`src/rtl/caracol_trilha_tx.sv`:
```
// caracol_trilha_tx: parallel-to-serial stimulus driver for the snail
// pattern detector. Words accepted over valid/ready are shifted MSB-first
// onto the 1-bit track x, each bit held for DIV cycles. An internal
// overlapping 1101/1110 Mealy model follows the emitted bits and produces
// the detector's expected output y_exp plus a saturating match counter.
module caracol_trilha_tx #(
    parameter int WIDTH = 8,
    parameter int DIV   = 1,
    parameter int CNT_W = 8
) (
    input  logic             clk,
    input  logic             reset,
    input  logic [WIDTH-1:0] data_in,
    input  logic             data_valid,
    output logic             data_ready,
    output logic             x,
    output logic             x_valid,
    output logic             busy,
    output logic             y_exp,
    output logic [CNT_W-1:0] match_count
);

    localparam int BIT_W = (WIDTH > 1) ? $clog2(WIDTH) : 1;
    localparam int DIV_W = (DIV > 1) ? $clog2(DIV) : 1;
    localparam logic [BIT_W-1:0] LAST_BIT = BIT_W'(WIDTH - 1);
    localparam logic [DIV_W-1:0] LAST_DIV = DIV_W'(DIV - 1);

    localparam logic [0:0] IDLE  = 1'b0;
    localparam logic [0:0] SHIFT = 1'b1;

    // Pattern-model states, named after the matched prefix
    localparam logic [2:0] P0 = 3'd0;  // no prefix
    localparam logic [2:0] P1 = 3'd1;  // "1"
    localparam logic [2:0] P2 = 3'd2;  // "11"
    localparam logic [2:0] P3 = 3'd3;  // "110"
    localparam logic [2:0] P4 = 3'd4;  // "111"

    logic [0:0]       state;
    logic [WIDTH-1:0] shreg;
    logic [BIT_W-1:0] bitcnt;
    logic [DIV_W-1:0] divcnt;
    logic [2:0]       pstate;
    logic [2:0]       pstate_nxt;
    logic             last_cycle;
    logic             accept;

    // Counter increment that sticks at all-ones instead of wrapping
    function automatic logic [CNT_W-1:0] sat_inc(input logic [CNT_W-1:0] v);
        return (&v) ? v : v + CNT_W'(1);
    endfunction

    // Handshake and track outputs decoded straight from the control registers
    always_comb begin
        last_cycle = (state == SHIFT) && (bitcnt == LAST_BIT) && (divcnt == LAST_DIV);
        data_ready = (state == IDLE) || last_cycle;
        accept     = data_valid && data_ready;
        busy       = (state == SHIFT);
        x          = (state == SHIFT) && shreg[WIDTH-1];
        x_valid    = (state == SHIFT) && (divcnt == '0);
    end

    // Control FSM: load on handshake, hold each bit DIV cycles, advance MSB to LSB
    always_ff @(posedge clk or posedge reset) begin
        if (reset) begin
            state  <= IDLE;
            shreg  <= '0;
            bitcnt <= '0;
            divcnt <= '0;
        end else if (accept) begin
            state  <= SHIFT;
            shreg  <= data_in;
            bitcnt <= '0;
            divcnt <= '0;
        end else if (state == SHIFT) begin
            if (divcnt == LAST_DIV) begin
                divcnt <= '0;
                if (bitcnt == LAST_BIT) begin
                    state  <= IDLE;
                    bitcnt <= '0;
                    shreg  <= '0;
                end else begin
                    bitcnt <= bitcnt + BIT_W'(1);
                    shreg  <= shreg << 1;
                end
            end else begin
                divcnt <= divcnt + DIV_W'(1);
            end
        end
    end

    // Overlapping 1101/1110 Mealy model; evaluated only on bit-start cycles
    always_comb begin
        pstate_nxt = pstate;
        y_exp      = 1'b0;
        if (x_valid) begin
            case (pstate)
                P0:      pstate_nxt = x ? P1 : P0;
                P1:      pstate_nxt = x ? P2 : P0;
                P2:      pstate_nxt = x ? P4 : P3;
                P3: begin
                    pstate_nxt = x ? P1 : P0;
                    y_exp      = x;
                end
                P4: begin
                    pstate_nxt = x ? P4 : P3;
                    y_exp      = !x;
                end
                default: pstate_nxt = P0;
            endcase
        end
    end

    // Pattern-model state register; history survives word gaps until reset
    always_ff @(posedge clk or posedge reset) begin
        if (reset) begin
            pstate <= P0;
        end else if (x_valid) begin
            pstate <= pstate_nxt;
        end
    end

    // Saturating count of matches emitted since reset
    always_ff @(posedge clk or posedge reset) begin
        if (reset) begin
            match_count <= '0;
        end else if (y_exp) begin
            match_count <= sat_inc(match_count);
        end
    end

endmodule

```
`config.mk`:
```
export PLATFORM = sky130hd
export DESIGN_NAME = caracol_trilha_tx
export DESIGN_NICKNAME = d
export VERILOG_FILES = /design/src/rtl/caracol_trilha_tx.sv
export SDC_FILE = /design/constraint.sdc
export NUM_CORES = 1
export LEC_CHECK = 0
export CAP_MARGIN = 0
export CELL_PAD_IN_SITES_DETAIL_PLACEMENT = 1
export CELL_PAD_IN_SITES_GLOBAL_PLACEMENT = 1
export CORE_MARGIN = 2
export CORE_UTILIZATION = 39
export CTS_CLUSTER_SIZE = 10
export DETAILED_ROUTE_END_ITERATION = 8
export PLACE_DENSITY_LB_ADDON = 0.2
export SKIP_CTS_REPAIR_TIMING = 1
export SLEW_MARGIN = 20
export SYNTH_ARGS = -nofsm -noshare
export SYNTH_HDL_FRONTEND = slang
export SYNTH_SLANG_ARGS = --single-unit
```
`constraint.sdc`:
```
create_clock -name clk -period 2.3 [get_ports clk]
set_input_delay 0.46 -clock clk [delete_from_list [all_inputs] [get_ports clk]]
set_output_delay 0.46 -clock clk [all_outputs]
set_load 0.03 [all_outputs]
```
; ---- After elaboration in Yosys (flattened, before gate mapping)
; Cells that the tools add are included.
[op_classes]
add_sub_neg = 3
n_eq_ne = 6
mux = 21
n_bitwise = 3
reduce_logical = 14
[op_table]
columns = op, n
row1 = 2-to-1 mux 8 bit, 4
row2 = 2-to-1 mux 3 bit, 5
row3 = 2-to-1 mux 1 bit, 9
row4 = case mux 3 bit (3 select lines), 1
row5 = "adder 8 x 1 -> 8 bit, second input constant", 1
row6 = AND reduction 8 bit, 1
row7 = "equality test 3 x 2 -> 1 bit, second input constant", 2
row8 = "equality test 3 bit, second input constant", 2
row9 = logical AND 1 bit, 5
row10 = AND reduction 2 bit, 2
row11 = OR reduction 2 bit, 2
row12 = "adder 3 x 1 -> 3 bit, second input constant", 1
row13 = "equality test 3 x 1 -> 1 bit, second input constant", 1
row14 = logical NOT 3 bit, 1
row15 = inverter 1 bit, 3
row16 = 2-to-1 mux 2 bit, 1
row17 = "!= test 2 x 1 -> 1 bit, second input constant", 1
row18 = case mux 1 bit (2 select lines), 1
row19 = nonzero test 2 bit, 1
row20 = "adder 1 bit, second input constant", 1
row21 = logical NOT 1 bit, 1
row22 = logical OR 1 bit, 1
[word_totals]
register_bits = 24
in_bits = 11
out_inout_bits = 13
word_cells = 53

; ---- Longest topological paths before layout
[depth]
ltp_word = 7
depth_mapped = 6

; ---- Least setup slack after synthesis
; OpenSTA, ideal clock, no wires.
[synth_timing]
path_type = flip-flop to output port
from = register state (netlist: busy)
to = output data_ready
arrival_ns = 1.527
setup_slack_ns = 0.313
stages_incl_launch_ff = 5
path_buffers = 1
cell_sequence = dfrtp_1 > clkbuf_1 > inv_1 > nor2_1 > inv_1
[synth_via]
elab_chain_len = 3
elab_cells_between_ends = 4
[synth_rtl]
columns = element, line
row1 = "start, declared", 38  ; logic [0:0] state;
row2 = "start signal, assigned", 65  ; state <= IDLE;
row3 = "start signal, assigned", 70  ; state <= SHIFT;
row4 = "start signal, assigned", 78  ; state <= IDLE;
row5 = logical AND 1 bit (2 in a row), 54  ; last_cycle = (state == SHIFT) && (bitcnt == LAST_BIT) && (divcnt == LAST_DIV);
row6 = logical OR 1 bit *, 55  ; data_ready = (state == IDLE) || last_cycle;
row7 = "end, declared", 15  ; output logic data_ready,
; Every way passes the cells marked *; elsewhere a longest branch is shown, timed or not.

; ---- Worst setup path after layout
[layout_timing]
from = register shreg[7]
to = output y_exp
[layout_via]
elab_chain_len = 4
[layout_rtl]
columns = element, line
row1 = "start, declared", 39  ; logic [WIDTH-1:0] shreg;
row2 = "start signal, assigned", 71  ; shreg <= data_in;
row3 = "start signal, assigned", 83  ; shreg <= shreg << 1;
row4 = logical AND 1 bit *, 58  ; x = (state == SHIFT) && shreg[WIDTH-1];
row5 = logical NOT 1 bit, 106  ; y_exp = !x;
row6 = case mux 1 bit (2 select lines) *, 96  ; case (pstate)
row7 = 2-to-1 mux 1 bit *, 95  ; if (x_valid) begin
row8 = "end, declared", 19  ; output logic y_exp,
; Marked as above.

==> impl_metrics.json <==
{
  "finalClockSkew_ps": 3.87,
  "critPathMaxFanout": 8,
  "path_delay_family": "simple AND/OR/NAND/NOR gates",
  "grtUsageMet3": 0.0320,
  "rsz0062_at_grt": "false",
  "synth_ff_type": "dfrtp_1",
  "ant_nets": 0,
  "power_density_mw_per_mm2": 922,
  "port_buffers": 23,
  "grt_pass1_vias": 1024,
  "hold_viol": 0,
  "cp-start-kind": "register",
  "max-clock-path-buffers": 2,
  "drv_slew": 0,
  "die_h_um": 60.6,
  "drive_gt1_frac": 0.177,
  "max_stage_delay_ps": 590,
  "route.vias.total": 1020,
  "ff2ff_path_depth": 5,
  "worstPathRequired_ps": 1840,
  "synth_edf_count": 0,
  "grt-busiest-layer": "met2",
  "syn_area_per_cell_um2": 10.6,
  "yosysWarnings": 0,
  "syn-cell-area_mm2": 0.00125,
  "p_int_mw": 0.899,
  "wl_per_cell_um": 14.6,
  "r2r_slack_ps": 360,
  "tightest_slew_ps": 346,
  "rows": 20,
  "p_leak_nw": 0.714,
  "worstReg2RegEnd": "match_count[1]",
  "stdcell_area_mm2": 0.00160,
  "max_cap_violations": 0,
  "dpl.hpwl_um": 2030,
  "cts_sinks": 23,
  "finalWorstPathRequiredPeriod_ps": 2220,
  "clkPwrFrac": 0.130,
  "pwr-share-seq": 0.427,
  "clock_latency_ps": 310,
  "vdd_drop_max_uv": 613,
  "die_w_um": 60.6,
  "placed_area_mm2": 0.00154,
  "slew_headroom": 0.769,
  "layout_common_cells": "dfrtp_1 (21), clkdlybuf4s50_1 (21), buf_4 (11)",
  "fin_hold_ws_ps": 393,
  "grt_pass1_wl_um": 4730,
  "antenna_cells": 0,
  "drt_wl_total_um": 2780,
  "grt_overflow": 0,
  "drt_iter0_markers": 22,
  "area_delta_synth_final_pct": 28.2,
  "final.period_utilization": 0.965,
  "viasPerCell": 5.34,
  "use_met1": 0.227,
  "io_pins": 24,
  "pwr-share-comb": 0.444,
  "cts-root-buf": "clkbuf_4",
  "gr-usage-met2": 0.298,
  "cp-end-kind": "output pin",
  "async_reset_ff_frac": 1.00,
  "ys_types": 33,
  "grtUsageTotal": 0.174,
  "cp_data_arrival_time_ps": 1760,
  "first_pass_iters": 4,
  "cts_tree": "yes",
  "coreArea_mm2": 0.00305,
  "setup_viol": 0,
  "worstPathCellList": "or4b_4 -> a21oi_4 -> buf_4",
  "yosysTopAreaCellShare": 0.460,
  "crit_slowest_cell": "or4b_4",
  "synth_largest_area_cell": "dfrtp_1",
  "yosysSeqAreaShare": 0.460,
  "worstSetupPathType": "register to output pin",
  "cts_buffers": 3,
  "p_sw_frac": 0.392,
  "syn_nets": 132,
  "synthCells": 118,
  "nNetsFinal": 162,
  "r2r_start": "shreg[7]",
  "cts_htree_levels": 1,
  "crit_buf_inv": 1,
  "path_clk_slew_ps": 130,
  "synth-seq-cells": 23,
  "status": "completed",
  "dieArea_mm2": 0.00368,
  "switching_power_mw": 0.580,
  "antenna_found_initial": 0,
  "hold_class": "input pin to asynchronous set/reset pin",
  "grt_max_degree": 21,
  "routabilityCongestion": 0.769,
  "drc": 0,
  "synth.area.top_cells": "dfrtp_1 (46%), mux2i_1 (8.0%), a32oi_1 (5.6%), o21ai_0 (4.0%), ha_1 (3.0%)",
  "initial_core_util": 0.410,
  "clock.fmax_mhz": 450
}
==> area by class of cell <==
class | count | area (µm²)
fill | 357 | 1450
multi-input combinational | 82 | 619
sequential | 23 | 578
timing repair buffer | 33 | 305
tap | 44 | 55.1
clock buffer | 3 | 22.5
inverter | 5 | 18.8
clock inverter | 1 | 5.00
==> per-layer routing <==
layer  vias up  part of all wire
met3         2             0.026
met5         -                 0
met4         0            0.0061
met2        11              0.53
li1        502                 -
met1       505              0.44
==> stage by stage <==
step,worst slack (ps),power [mW],cells,TNS [ps],util
final,79.8,1.48,191,0,0.525
after global routing,2.29,1.60,191,0,0.525
after CTS,-140,1.48,187,-194,0.514
after detailed placement,247,1.28,183,0,0.505
after global placement,310,1.24,183,0,0.505
after floorplan,313,1.04,118,0,-
==> worst register-to-register path: stages (launching register included) <==
cell	delay [ps]
dfrtp_2	480
or4b_4	590
a21oi_4	190
buf_4	150
and2_4	150
mux2_4	290
==> cell usage after synthesis (3+ instances only) <==
library cell and n:
a21oi_1 3, a32oi_1 8, clkbuf_1 6, dfrtp_1 23
ha_1 3, inv_1 5, mux2i_1 10, nand2_1 10
nand3_1 5, nand4_1 4, nor2_1 4, o21ai_0 10
==> cells by family (layout without fill, tap and decap cells) <==
| kind of cell | after synthesis | after routing | synth area share |
|---|---|---|---|
| compound gates | 29 | 29 | 0.177 |
| mux | 12 | 12 | 0.104 |
| simple gates | 34 | 34 | 0.156 |
| xor+xnor | 4 | 4 | 0.0280 |
| buf+inv | 13 | 42 | 0.0450 |
| flops | 23 | 23 | 0.460 |
| fa+ha+maj | 3 | 3 | 0.0300 |
==> registers in the layout, summed over array words and instances, names as in the netlist <==
| name | count |
|---|---|
| match_count | 8 |
| shreg | 8 |
| bitcnt | 3 |
| pstate | 3 |
| busy | 1 |
==> worst max path at each step <==
| stage | cells after the start | startpoint | endpoint | slack [ps] |
|---|---|---|---|---|
| 2_1_floorplan | 4 | busy | data_ready | 310 |
| 3_3_place_gp | 5 | bitcnt[0] | data_ready | 310 |
| 3_5_place_dp | 5 | bitcnt[0] | data_ready | 250 |
| 4_1_cts | 5 | bitcnt[0] | data_ready | -140 |
| 5_1_grt | 2 | busy | x | 2 |
| 6_report | 3 | shreg[7] | y_exp | 80 |
==> power by group through the flow <==
stage / clock, mW / sequential (mW) / combinational, mW
after floorplan: 0 / 0.641 / 0.396
after global placement: 0 / 0.632 / 0.606
after detailed placement: 0 / 0.643 / 0.635
after CTS: 0.203 / 0.635 / 0.637
after global routing: 0.224 / 0.651 / 0.725
final: 0.192 / 0.631 / 0.657
(Power assumes the default switching activity.)
